===== config.mk =====
export PLATFORM = sky130hd
export DESIGN_NAME = matrix_slot_manager
export DESIGN_NICKNAME = d
export VERILOG_FILES = /design/src/rtl/matrix_pkg.sv /design/src/rtl/write_port_arbiter.sv /design/src/rtl/matrix_slot_manager.sv
export SDC_FILE = /design/constraint.sdc
export NUM_CORES = 1
export LEC_CHECK = 0
export CAP_MARGIN = 5
export CORE_MARGIN = 2
export CORE_UTILIZATION = 40
export DETAILED_ROUTE_END_ITERATION = 10
export SYNTH_ARGS = -nofsm -noshare
export SYNTH_HDL_FRONTEND = slang
export SYNTH_SLANG_ARGS = --single-unit

===== constraint.sdc =====
create_clock -name clk -period 14.4 [get_ports clk]
set_clock_uncertainty 0.1 [all_clocks]
set_input_delay 2.16 -clock clk [delete_from_list [all_inputs] [get_ports clk]]
set_output_delay 2.16 -clock clk [all_outputs]
set_load 0.005 [all_outputs]

===== src/rtl/matrix_pkg.sv =====
// Shared constants and address arithmetic for the matrix slot manager.
// Slots are packed by row count, then column count, then slot index.
package matrix_pkg;

   localparam int unsigned MAX_DIM = 5;
   localparam int unsigned SLOTS   = 2;
   localparam int unsigned ADDR_W  = 9;
   localparam int unsigned DATA_W  = 32;
   localparam int unsigned COMBOS  = MAX_DIM * MAX_DIM;
   localparam int unsigned CIDX_W  = $clog2(COMBOS);

   typedef enum logic [1:0] {IDLE, CALC, READY, BUSY} state_t;

   function automatic logic dims_ok(input logic [2:0] m, input logic [2:0] n);
      return (32'(m) >= 1) && (32'(m) <= MAX_DIM) &&
             (32'(n) >= 1) && (32'(n) <= MAX_DIM);
   endfunction

   function automatic logic [CIDX_W-1:0] combo_idx(input logic [2:0] m, input logic [2:0] n);
      return CIDX_W'((32'(m) - 1) * MAX_DIM + 32'(n) - 1);
   endfunction

   // 15*m*(m-1) covers every smaller row count across all n and both slots.
   function automatic logic [ADDR_W-1:0] slot_base(input logic [2:0] m, input logic [2:0] n,
                                                   input logic s);
      int unsigned mi;
      int unsigned ni;
      logic [9:0]  full;
      mi   = 32'(m);
      ni   = 32'(n);
      full = 10'(15 * mi * (mi - 1) + mi * ni * (ni - 1) + (s ? mi * ni : 0));
      return ADDR_W'(full);
   endfunction

endpackage


===== src/rtl/write_port_arbiter.sv =====
// Fixed-priority mux for the single RAM write port: input path beats compute writer.
// Address and data hold their last written values while the port is idle.
module write_port_arbiter
   import matrix_pkg::*;
(
   input  logic              clk,
   input  logic              rst,
   input  logic              in_we,
   input  logic [ADDR_W-1:0] in_addr,
   input  logic [DATA_W-1:0] in_data,
   input  logic              cp_req,
   input  logic [ADDR_W-1:0] cp_addr,
   input  logic [DATA_W-1:0] cp_data,
   output logic              cp_gnt,
   output logic              mem_we,
   output logic [ADDR_W-1:0] mem_addr,
   output logic [DATA_W-1:0] mem_data
);

   logic [ADDR_W-1:0] addr_q;
   logic [DATA_W-1:0] data_q;

   always_comb begin
      cp_gnt   = 1'b0;
      mem_we   = 1'b0;
      mem_addr = addr_q;
      mem_data = data_q;
      if (!rst) begin
         if (in_we) begin
            mem_we   = 1'b1;
            mem_addr = in_addr;
            mem_data = in_data;
         end else if (cp_req) begin
            cp_gnt   = 1'b1;
            mem_we   = 1'b1;
            mem_addr = cp_addr;
            mem_data = cp_data;
         end
      end
   end

   always_ff @(posedge clk or posedge rst) begin
      if (rst) begin
         addr_q <= '0;
         data_q <= '0;
      end else if (mem_we) begin
         addr_q <= mem_addr;
         data_q <= mem_data;
      end
   end

endmodule


===== src/rtl/matrix_slot_manager.sv =====
// Allocates matrix RAM slots per (m,n), tracks their validity, serves lookups
// and owns the shared RAM write port.
module matrix_slot_manager
   import matrix_pkg::*;
(
   input  logic              clk,
   input  logic              rst,
   input  logic              alloc_req,
   input  logic [2:0]        alloc_m,
   input  logic [2:0]        alloc_n,
   input  logic              commit,
   input  logic              abort,
   input  logic              clear_all,
   output logic [ADDR_W-1:0] base_addr,
   output logic              addr_ready,
   output logic              alloc_err,
   output logic [1:0]        alloc_id,
   input  logic [2:0]        lk_m,
   input  logic [2:0]        lk_n,
   input  logic [1:0]        lk_id,
   output logic [ADDR_W-1:0] lk_base,
   output logic              lk_hit,
   output logic [1:0]        lk_count,
   input  logic              in_we,
   input  logic [ADDR_W-1:0] in_addr,
   input  logic [DATA_W-1:0] in_data,
   input  logic              cp_req,
   input  logic [ADDR_W-1:0] cp_addr,
   input  logic [DATA_W-1:0] cp_data,
   output logic              cp_gnt,
   output logic              mem_we,
   output logic [ADDR_W-1:0] mem_addr,
   output logic [DATA_W-1:0] mem_data
);

   state_t            state;
   logic [2:0]        m_q;
   logic [2:0]        n_q;
   logic              slot_q;
   logic [1:0]        valid [COMBOS];
   logic              ptr   [COMBOS];

   logic [CIDX_W-1:0] cidx;
   logic              pick;
   logic              lk_dims;
   logic              lk_ok;
   logic [CIDX_W-1:0] lk_c;
   logic              lk_s;

   always_comb begin
      cidx = dims_ok(m_q, n_q) ? combo_idx(m_q, n_q) : '0;
      if (!valid[cidx][0])      pick = 1'b0;
      else if (!valid[cidx][1]) pick = 1'b1;
      else                      pick = ptr[cidx];
   end

   always_comb begin
      lk_dims = dims_ok(lk_m, lk_n);
      lk_ok   = lk_dims && (lk_id != 2'd0) && (32'(lk_id) <= SLOTS);
      lk_c    = lk_dims ? combo_idx(lk_m, lk_n) : '0;
      lk_s    = 1'(lk_id - 2'd1);
   end

   always_ff @(posedge clk or posedge rst) begin
      if (rst) begin
         state      <= IDLE;
         m_q        <= '0;
         n_q        <= '0;
         slot_q     <= 1'b0;
         base_addr  <= '0;
         alloc_id   <= '0;
         addr_ready <= 1'b0;
         alloc_err  <= 1'b0;
         for (int unsigned i = 0; i < COMBOS; i++) begin
            valid[i] <= '0;
            ptr[i]   <= 1'b0;
         end
      end else begin
         addr_ready <= 1'b0;
         alloc_err  <= 1'b0;
         if (clear_all) begin
            state <= IDLE;
            for (int unsigned i = 0; i < COMBOS; i++) begin
               valid[i] <= '0;
               ptr[i]   <= 1'b0;
            end
         end else begin
            case (state)
               IDLE: begin
                  if (alloc_req) begin
                     m_q <= alloc_m;
                     n_q <= alloc_n;
                     if (dims_ok(alloc_m, alloc_n)) state <= CALC;
                     else                           alloc_err <= 1'b1;
                  end
               end
               CALC: begin
                  // Victim slot is invalidated as READY is entered so lookups miss until commit.
                  slot_q            <= pick;
                  base_addr         <= slot_base(m_q, n_q, pick);
                  alloc_id          <= {1'b0, pick} + 2'd1;
                  valid[cidx][pick] <= 1'b0;
                  addr_ready        <= 1'b1;
                  state             <= READY;
               end
               READY: state <= BUSY;
               BUSY: begin
                  // A new alloc_req while busy closes out the current slot as if committed.
                  if (commit || alloc_req) begin
                     valid[cidx][slot_q] <= 1'b1;
                     ptr[cidx]           <= ~slot_q;
                     if (alloc_req) begin
                        m_q <= alloc_m;
                        n_q <= alloc_n;
                        if (dims_ok(alloc_m, alloc_n)) begin
                           state <= CALC;
                        end else begin
                           alloc_err <= 1'b1;
                           state     <= IDLE;
                        end
                     end else begin
                        state <= IDLE;
                     end
                  end else if (abort) begin
                     state <= IDLE;
                  end
               end
               default: state <= IDLE;
            endcase
         end
      end
   end

   always_ff @(posedge clk or posedge rst) begin
      if (rst) begin
         lk_base  <= '0;
         lk_hit   <= 1'b0;
         lk_count <= '0;
      end else begin
         lk_hit   <= lk_ok && valid[lk_c][lk_s];
         lk_base  <= lk_ok ? slot_base(lk_m, lk_n, lk_s) : '0;
         lk_count <= lk_dims ? (2'(valid[lk_c][0]) + 2'(valid[lk_c][1])) : '0;
      end
   end

   write_port_arbiter u_arb (
      .clk      (clk),
      .rst      (rst),
      .in_we    (in_we),
      .in_addr  (in_addr),
      .in_data  (in_data),
      .cp_req   (cp_req),
      .cp_addr  (cp_addr),
      .cp_data  (cp_data),
      .cp_gnt   (cp_gnt),
      .mem_we   (mem_we),
      .mem_addr (mem_addr),
      .mem_data (mem_data)
   );

endmodule


==> impl_metrics.tcl <==
set metrics [dict create \
    outcome "finished, final reports clean" \
    rsz0062_at_grt "no" \
    final.setup.tns_ps 0 \
    reg2reg_depth 29 \
    syn_area_per_cell_sq_um 9.40 \
    crit_path_top_delay_cell "dfrtp_1" \
    cts_num_sinks 149 \
    firstDrtPassIters 5 \
    worst_path_largest_cell_delay_ps 780 \
    r2r_setup_slack_ps 5290 \
    finalMaxSlewViolations 0 \
    ctsResizeCount 0 \
    drc 0 \
    critical_path.top_delay_family "adder cells" \
    critPathLaunchType "register" \
    holdCritPathClass "reg2reg" \
    die_area_sq_um 35600 \
    cp_max_fo 28 \
    ys_async_sr_fraction 1.00 \
    timing.rr.end "base_addr[8]$_DFFE_PP0P_" \
    numCtsBuffers 17 \
    port_buffers 171 \
    ys_warn_count 0 \
    syn_area_sq_um 13600 \
    most-common-layout-cells "clkdlybuf4s50_1, dfrtp_1, a21oi_1" \
    synth_xor_area_frac 0.0459 \
    synthSimpleGateAreaFrac 0.128 \
    root_buffer "clkbuf_16" \
    synth_flop_cell "dfrtp_1" \
    cp-startpoint "m_q[0]$_DFFE_PP0P_" \
    start_util 0.407 \
    h-tree-depth 4 \
    dpl_cell_area_sq_um 15600 \
    synth_edf_count 0 \
    fmax_ghz 0.110 \
    endpoint_kind "register" \
    cts_hold_buffers 0 \
    grt_use_total 0.215 \
    cp.arrival_ps 9310 \
    fp.coreArea_sq_um 33500 \
    seq_area_frac_synth 0.273 \
    cap_violations 0 \
    synth_top_area_share 0.273 \
    worst-path-stages 29 \
    grt_pass1_wl_mm 61.4 \
    final_common_cell "clkdlybuf4s50_1" \
    synth-compound-area-share 0.217 \
    fillers 3113 \
    io_pins 172 \
    cp.required_ps 14600 \
    seq_area_sq_um 3730 \
    rr_startpoint "m_q[0]$_DFFE_PP0P_" \
    final-hold-violation-count 0 \
    routed_wl_mm 38.2 \
    multi_input_area_sq_um 9120 \
    drtAntennaViolNets 0 \
    diodes 0 \
    rows 67 \
    wl_per_cell_um 18.8 \
    max_slew.worst_pin.slew_ps 1090 \
    vias 11400 \
    endpoint "base_addr[8]$_DFFE_PP0P_" \
    gp_congestion 0.901 \
    synth.area.top_cells "dfrtp_1, fa_1, ha_1" \
    die_h_um 189 \
    die_w_um 189 \
    antenna_found_initial 0 \
    cts_tree "done" \
    final_area_sq_um 16200 \
    relSlewSlack 0.275 \
    globalRoute.totalOverflow 0 \
    cts_buffer_depth 2 \
    grt_pass1_vias 11300 \
    drt-initial-drc-count 809 \
    clk_latency_ps 450 \
    post_cts_buffers 0 \
    synth_fp_nets 1758 \
    fin_crit_ps 9110 \
    synthAdderAreaFrac 0.231 \
    crit_type "reg2reg" \
    syn_inst 1452 \
    ys_ff_latch 149 \
    drive_above_1_share 0.0782 \
    synth_mux_area_frac 0.0427 \
    synth_top_cell_by_area "dfrtp_1" \
    layout_worst_path_cycle_share 0.633 \
    clkTransAtPathRegs_ps 60 \
    nNetsFinal 1879 \
    setup_viol_count_final 0 \
    area_delta_synth_final_pct 18.7 \
    viasPerCell 5.59 \
    synth_top_family_by_area "adder cells" \
    grt_max_degree 83 \
    ys_types 81 \
    dp_hpwl_mm 28.0 \
    crit_buf_inv 4 \
]
-- stage by stage --
stage          hold WS (ps)  worst slack, ps   util  cells
5_1_grt                 407             4740  0.483   2034
3_3_place_gp            356             5410  0.466   2002
4_1_cts                 382             5270  0.483   2034
3_5_place_dp            364             5270  0.466   2002
2_1_floorplan           339             5310      -   1452
6_report                379             5290  0.483   2034
-- routing by layer --
layer  track usage  share of wire
met1         0.295           0.46
met2         0.350           0.47
met3        0.0432          0.060
met4        0.0481         0.0094
met5             0              0
-- state kept, by name, summed over array words and instances, names as in the netlist --
| signal | flops |
|---|---|
| u_arb.data_q | 32 |
| valid | 50 |
| lk_count | 2 |
| base_addr | 9 |
| addr_ready | 1 |
| u_arb.addr_q | 9 |
| ptr | 25 |
| lk_hit | 1 |
| state | 2 |
| lk_base | 9 |
| m_q | 3 |
| n_q | 3 |
| alloc_err | 1 |
| alloc_id | 2 |
-- cells in the mapped netlist (all sizes together), types with 13 or more instances --
library cell,number
a22oi,42
clkbuf,56
a311oi,56
xnor2,44
buf,26
nor2,115
xor2,21
inv,112
dfrtp,149
ha,118
nor3,16
a21o,13
nand2b,30
nor2b,67
mux2,18
nand2,75
a21oi,132
fa,84
o21ai,112
mux2i,20
-- area by class of cell --
class                           instances  share of cell area
Inverter                              113              0.0265
Clock buffer                           18              0.0265
Tap cell                              448              0.0346
Timing Repair Buffer                  184               0.111
Clock inverter                         14             0.00880
Multi-Input combinational cell       1108               0.563
Sequential cell                       149               0.230
-- cells by family after synthesis --
logic type,Yosys count
compound gates,438
simple gates,353
fa+ha+maj,202
buf+inv,195
flops,149
xor+xnor,67
mux,46
other cells,2
-- tightest hold or removal path, cell delays in order, from the launching register on --
cell,delay [ps]
dfrtp_1,340
nand2_1,50
o21ai_0,60
-- worst min path at each step --
stage                                         to  cells after the start  slack [ps]                          from
floorplan            u_arb.data_q[0]$_DFFE_PP0P_                      2         340   u_arb.data_q[0]$_DFFE_PP0P_
global placement    u_arb.data_q[31]$_DFFE_PP0P_                      2         360  u_arb.data_q[31]$_DFFE_PP0P_
detailed placement  u_arb.data_q[30]$_DFFE_PP0P_                      2         360  u_arb.data_q[30]$_DFFE_PP0P_
CTS                 u_arb.data_q[30]$_DFFE_PP0P_                      2         380  u_arb.data_q[30]$_DFFE_PP0P_
global route            base_addr[3]$_DFFE_PP0P_                      2         410      base_addr[3]$_DFFE_PP0P_
finish                  base_addr[7]$_DFFE_PP0P_                      2         380      base_addr[7]$_DFFE_PP0P_
Power is left out: the tool's default activity adds up to more than one toggle a clock period on the data nets, which glitch-free logic cannot reach.
==> RTL change 1, RTL diff (same flow settings) <==
The output `lk_count` loses its register stage (`lk_count` becomes a continuous assignment).
--- a/src/rtl/matrix_slot_manager.sv
+++ b/src/rtl/matrix_slot_manager.sv
@@ -135,13 +135,13 @@
       if (rst) begin
          lk_base  <= '0;
          lk_hit   <= 1'b0;
-         lk_count <= '0;
       end else begin
          lk_hit   <= lk_ok && valid[lk_c][lk_s];
          lk_base  <= lk_ok ? slot_base(lk_m, lk_n, lk_s) : '0;
-         lk_count <= lk_dims ? (2'(valid[lk_c][0]) + 2'(valid[lk_c][1])) : '0;
       end
    end
+
+   assign lk_count = lk_dims ? (2'(valid[lk_c][0]) + 2'(valid[lk_c][1])) : '0;
 
    write_port_arbiter u_arb (
       .clk      (clk),
Function: same outputs for any inputs over 4 cycles, from zero or initial values and one cycle with rst high; that may be too few to reach the edited logic, so the function may still have changed.
==> RTL change 1 against the unedited design <==
First-iteration DRC count increased by 15%; sequential cell count decreased by 2; final area increased by 1.5%; setup slack got worse by 0.59 ns; synthesized area increased by 0.69%; cell count increased by 5.4%; wire length increased by 3.9%; largest cell class unchanged.
Power is not shown: default switching activity piles up to over one toggle a cycle in this logic, so the estimate is an artifact.
==> RTL change 1: results (changes against the unedited design) <==
.. list-table::
   :header-rows: 1

   * - Metric
     - Value
   * - Total placed cells including tap cells
     - 2112 (+5.5%)
   * - Worst stage delay on the critical path
     - 0.87 ns (+0.09 ns)
   * - Depth of the most critical reg-to-reg path
     - 31 (+6.9%)
   * - Async set-reset flop share out of synthesis
     - 1.00 (unchanged)
   * - Total CTS buffers
     - 17 (unchanged)
   * - Placed wire-length estimate
     - 29300 um (+4.7%)
   * - Post-CTS Setup Inserts
     - 0 (unchanged)
   * - Clock input transition at the sequential cells of the worst setup and hold paths
     - 0.06 ns (about the same)
   * - Final wirelength
     - 39700 um (+3.9%)
   * - Via count of the first global-routing pass
     - 11.4k (+0.62%)
   * - RePlAce Congestion
     - 0.963 (+6.9%)
   * - Synth warnings
     - 0 (unchanged)
   * - Number of different library cells in the post-synthesis netlist
     - 72 (-11%)
   * - Slack of the worst reg-to-reg path
     - 4.87 ns (-0.42 ns)
   * - Gate family responsible for the most delay along the worst path
     - adder cells
   * - Layout net count
     - 1989 (+5.9%)
   * - Resize count post-CTS
     - 0 (unchanged)
   * - PortBufs
     - 171 (unchanged)
   * - Initial antenna violation count
     - 1 (+1)
   * - Arr. time, crit path
     - 7.44 ns (-1.87 ns)
   * - Largest fanout on the critical path
     - 16 (-43%)
   * - Diode count
     - 0 (unchanged)
   * - Status
     - complete, no violations
   * - Fraction of the yosys area taken by sequential cells
     - 0.268 (-0.00551)
   * - Routed vias/inst
     - 5.49 (-1.7%)
   * - Overall Global Routing Usage
     - 0.224 (+0.00967)
   * - Maximum clock insertion buffer count
     - 2 (unchanged)
   * - Largest regs
     - valid x50, u_arb.data_q x32, ptr x25
   * - Class of the worst hold path
     - flop to flop
   * - Detailed-routing iteration count for the pre-antenna-repair pass
     - 8 (+3)
   * - Share of post-route cells with drive strength above 1
     - 0.0531 (-0.0251)
   * - Number of instances on the worst hold path
     - 2 (unchanged)
   * - Commonest cells post-synth
     - dfrtp_1 (147), inv_1 (135), o21ai_0 (133)
   * - Wire length per cell after detailed routing
     - 18.5 um (-1.4%)
   * - Maximum number of pins on one net before global-route repair
     - 82 (-1.2%)
   * - Number of inserted filler cells in the final layout
     - 3262 (+4.8%)
   * - Insertion delay to the later sink of the worst-skew pair
     - around 0.44 ns
   * - Worst-margin pin slew
     - 1.09 ns (+0.00273 ns)
   * - Root cell of the clock tree
     - clkbuf_16
   * - Wire length of the first global-routing pass
     - 63900 um (+4.0%)
   * - First DRT Iteration DRCs
     - 928 (+15%)
   * - Most used DFF post-synth
     - dfrtp_1
   * - H-Tree Level Count
     - 4 (unchanged)
   * - Nets in the synthesized netlist
     - 1872 (+6.5%)
   * - Leading post-synthesis cells by cell area
     - dfrtp_1 (27%), fa_1 (12%), ha_1 (11%)
   * - Max stage delay cell, worst path
     - clkdlybuf4s50_1
   * - Synthesized instance count
     - 1566 (+7.9%)
## RTL change 1: final timing paths
path,endpoint,start
worst max-delay path,lk_count[0],lk_m[0]
worst min-delay path,base_addr[7],base_addr[7]
worst max register to register,base_addr[8],m_q[0]
worst min register to register,base_addr[7],base_addr[7]
max in group asynchronous,n_q[0],rst
min in group asynchronous,u_arb.addr_q[2],rst
## RTL change 1: per-layer routing
layer / wire length, um / vias to the layer above / part of all wire / global-route usage
met4: 469 / 2 / 0.012 / 0.0492
met3: 2820 / 30 / 0.071 / 0.0432
met1: 18200 / 5705 / 0.46 / 0.321
met2: 18200 / 371 / 0.46 / 0.351
met5: 9 / - / 0.00023 / 0
li1: - / 5661 / - / -
## RTL change 1: cell families after synthesis
| group | count (synthesis) | synth area share |
|---|---|---|
| compound gates | 431 | 0.200 |
| xor+xnor | 66 | 0.0432 |
| fa+ha+maj | 202 | 0.230 |
| buf+inv | 224 | 0.0633 |
| flops | 147 | 0.268 |
| mux | 37 | 0.0300 |
| other cells | 2 | 0.000547 |
| simple gates | 457 | 0.166 |
## RTL change 1: layout make-up
type,count,area [um^2],share of cell area
Timing Repair Buffer,186,1810,0.110
Tap cell,448,561,0.0341
Clock buffer,18,439,0.0267
Inverter,136,515,0.0314
Multi-Input combinational cell,1195,9220,0.561
Clock inverter,13,223,0.0135
Sequential cell,147,3680,0.224
## RTL change 1: stage by stage
step                hold WS (ns)  utilization  cell area [um^2]  setup WS (ns)
floorplan                  0.339            -             13700           5.46
detailed placement         0.366        0.468             15800           4.70
global placement           0.362        0.468             15800           4.77
finish                     0.378        0.488             16400           4.70
global route               0.400        0.488             16400           4.23
CTS                        0.381        0.488             16400           4.72
==> RTL change 2, RTL diff (config.mk and constraints unchanged) <==
Without the edit above. `MAX_DIM`: 5 -> 6.
--- a/src/rtl/matrix_pkg.sv
+++ b/src/rtl/matrix_pkg.sv
@@ -2,7 +2,7 @@
 // Slots are packed by row count, then column count, then slot index.
 package matrix_pkg;
 
-   localparam int unsigned MAX_DIM = 5;
+   localparam int unsigned MAX_DIM = 6;
    localparam int unsigned SLOTS   = 2;
    localparam int unsigned ADDR_W  = 9;
    localparam int unsigned DATA_W  = 32;
Check against the original RTL: not equivalent (Yosys sat finds a counterexample within 4 cycles, from zero or initial values and one cycle with rst high).
==> RTL change 2 against the unedited design <==
Sequential cell count grew 33; die area grew 16%; critical path type unchanged; global-route usage grew 1.5 points; setup slack lost 0.25 ns; synthesized area grew 16%; highest routed layer unchanged; wire length grew 22%; critical endpoint unchanged; final area grew 14%.
Power is not shown: default switching activity piles up to over one toggle a cycle in this logic, so the estimate is an artifact.
==> RTL change 2: results (changes against the unedited design) <==
.. list-table::
   :header-rows: 1

   * - Metric
     - Value
   * - Clock input transition at the sequential cells of the worst setup and hold paths
     - 0.07 ns
   * - Maximum number of pins on one net before global-route repair
     - 78 (-6.0%)
   * - Wire length per cell after detailed routing
     - 18.9 um (+0.64%)
   * - Area after DPL
     - 17900 um^2 (+14%)
   * - Worst-margin pin slew
     - 1.14 ns (+0.0578 ns)
   * - RePlAce Congestion
     - 0.927 (+2.9%)
   * - Slack of the worst reg-to-reg path
     - 5.04 ns (-0.25 ns)
   * - Max stage delay cell, worst path
     - fa_1
   * - Insertion delay to the later sink of the worst-skew pair
     - 0.46 ns
   * - Diode count
     - 0 (unchanged)
   * - Commonest cells post-synth
     - nor2_1 (190), dfrtp_1 (182), o21ai_0 (178)
   * - Synth warnings
     - 0 (unchanged)
   * - Leading post-synthesis cells by cell area
     - dfrtp_1 (29%), fa_1 (11%), ha_1 (9.9%)
   * - Maximum clock insertion buffer count
     - 2 (unchanged)
   * - Largest fanout on the critical path
     - 19 (-32%)
   * - Overall Global Routing Usage
     - 0.230 (+0.0153)
   * - Post-CTS Setup Inserts
     - 0 (unchanged)
   * - Placed wire-length estimate
     - 33000 um (+18%)
   * - Number of different library cells in the post-synthesis netlist
     - 76 (-6.2%)
   * - FF-to-FF End
     - base_addr[8]
   * - Layout net count
     - 2249 (+20%)
   * - Wire length of the first global-routing pass
     - 75200 um (+23%)
   * - Total CTS buffers
     - 17 (unchanged)
   * - First DRT Iteration DRCs
     - 1050 (+30%)
   * - Fraction of the yosys area taken by sequential cells
     - 0.288 (+0.0146)
   * - Detailed-routing iteration count for the pre-antenna-repair pass
     - 5 (unchanged)
   * - PortBufs
     - 171 (unchanged)
   * - Status
     - complete, no violations
   * - Met1 routing resource usage after global routing
     - 0.316 (+0.0217)
   * - Resize count post-CTS
     - 0 (unchanged)
   * - Worst Path Class, Setup
     - flop to flop
   * - Startpoint of the worst setup timing path
     - m_q[0]
   * - Number of vias after detailed routing
     - 13.7k (+21%)
   * - Share of post-route cells with drive strength above 1
     - 0.0627 (-0.0155)
   * - Depth of the most critical reg-to-reg path
     - 31 (+6.9%)
   * - Largest regs
     - valid x72, ptr x36, u_arb.data_q x32
   * - Met3 routing resource usage after global routing
     - 0.0355 (-0.00774)
   * - Async set-reset flop share out of synthesis
     - 1.00 (unchanged)
   * - Root cell of the clock tree
     - clkbuf_16
   * - Class of the worst hold path
     - flop to flop
   * - Worst stage delay on the critical path
     - 1.08 ns (+0.30 ns)
   * - Global-route track usage on met2
     - 0.378 (+0.0284)
   * - Initial antenna violation count
     - 0 (unchanged)
   * - Arr. time, crit path
     - 9.58 ns (+0.27 ns)
   * - H-Tree Level Count
     - 4 (unchanged)
RTL change 2: cell count changes after synthesis, sizes merged, moves of 33 or more:
cell and delta:
a31oi +36, dfrtp +33, inv +54, nand2 +81, nor2 +76, o21ai +76
RTL change 2: how the worst min path moves through the flow:
stage / start / to / slack, ns / depth (start not counted)
detailed placement: u_arb.addr_q[1] / u_arb.addr_q[1] / 0.36 / 2
CTS: u_arb.addr_q[1] / u_arb.addr_q[1] / 0.38 / 2
global placement: u_arb.data_q[22] / u_arb.data_q[22] / 0.35 / 2
global route: u_arb.data_q[21] / u_arb.data_q[21] / 0.41 / 2
floorplan: u_arb.addr_q[0] / u_arb.addr_q[0] / 0.34 / 2
finish: u_arb.data_q[21] / u_arb.data_q[21] / 0.37 / 2
RTL change 2: final cells by class:
type                            instances  area, um^2
Sequential cell                       182        4560
Inverter                              171         649
Fill cell                            3775       20400
Clock inverter                         10        76.3
Clock buffer                           21         450
Timing Repair Buffer                  194        1860
Tap cell                              518         648
Multi-Input combinational cell       1367       10200
RTL change 2: per-stage QoR:
stage | hold WS [ns] | util | setup WS (ns) | cells
floorplan | 0.339 | - | 4.58 | 1825
global placement | 0.353 | 0.460 | 5.33 | 2432
detailed placement | 0.361 | 0.460 | 5.09 | 2432
CTS | 0.378 | 0.474 | 5.06 | 2463
global route | 0.409 | 0.474 | 4.30 | 2463
finish | 0.374 | 0.474 | 5.04 | 2463
RTL change 2: kinds of logic (layout without fill, tap and decap cells):
family / after synthesis / in the layout / share of synthesized area
AO/OA/AOI/OAI: 524 / 524 / 0.210
AND/OR/NAND/NOR: 518 / 518 / 0.147
buffers and inverters: 276 / 396 / 0.0713
adder cells (fa/ha/maj): 212 / 212 / 0.209
flip-flops: 182 / 182 / 0.288
XOR/XNOR: 58 / 58 / 0.0331
multiplexers: 51 / 51 / 0.0418
other: 2 / 4 / 0.000475
RTL change 2: worst max-delay path, delay by kind of cell (launching register included):
| family | cells | cell delay (ns) |
|---|---|---|
| simple gates | 3 | 0.43 |
| flops | 1 | 0.69 |
| xor+xnor | 2 | 0.32 |
| compound gates | 10 | 1.88 |
| buf+inv | 7 | 1.33 |
| fa+ha+maj | 9 | 4.46 |
RTL change 2: layer usage:
metal	up-vias	routed length (um)
li1	6484	-
met1	6783	20800
met2	425	22200
met3	57	2680
met4	0	867
met5	-	0
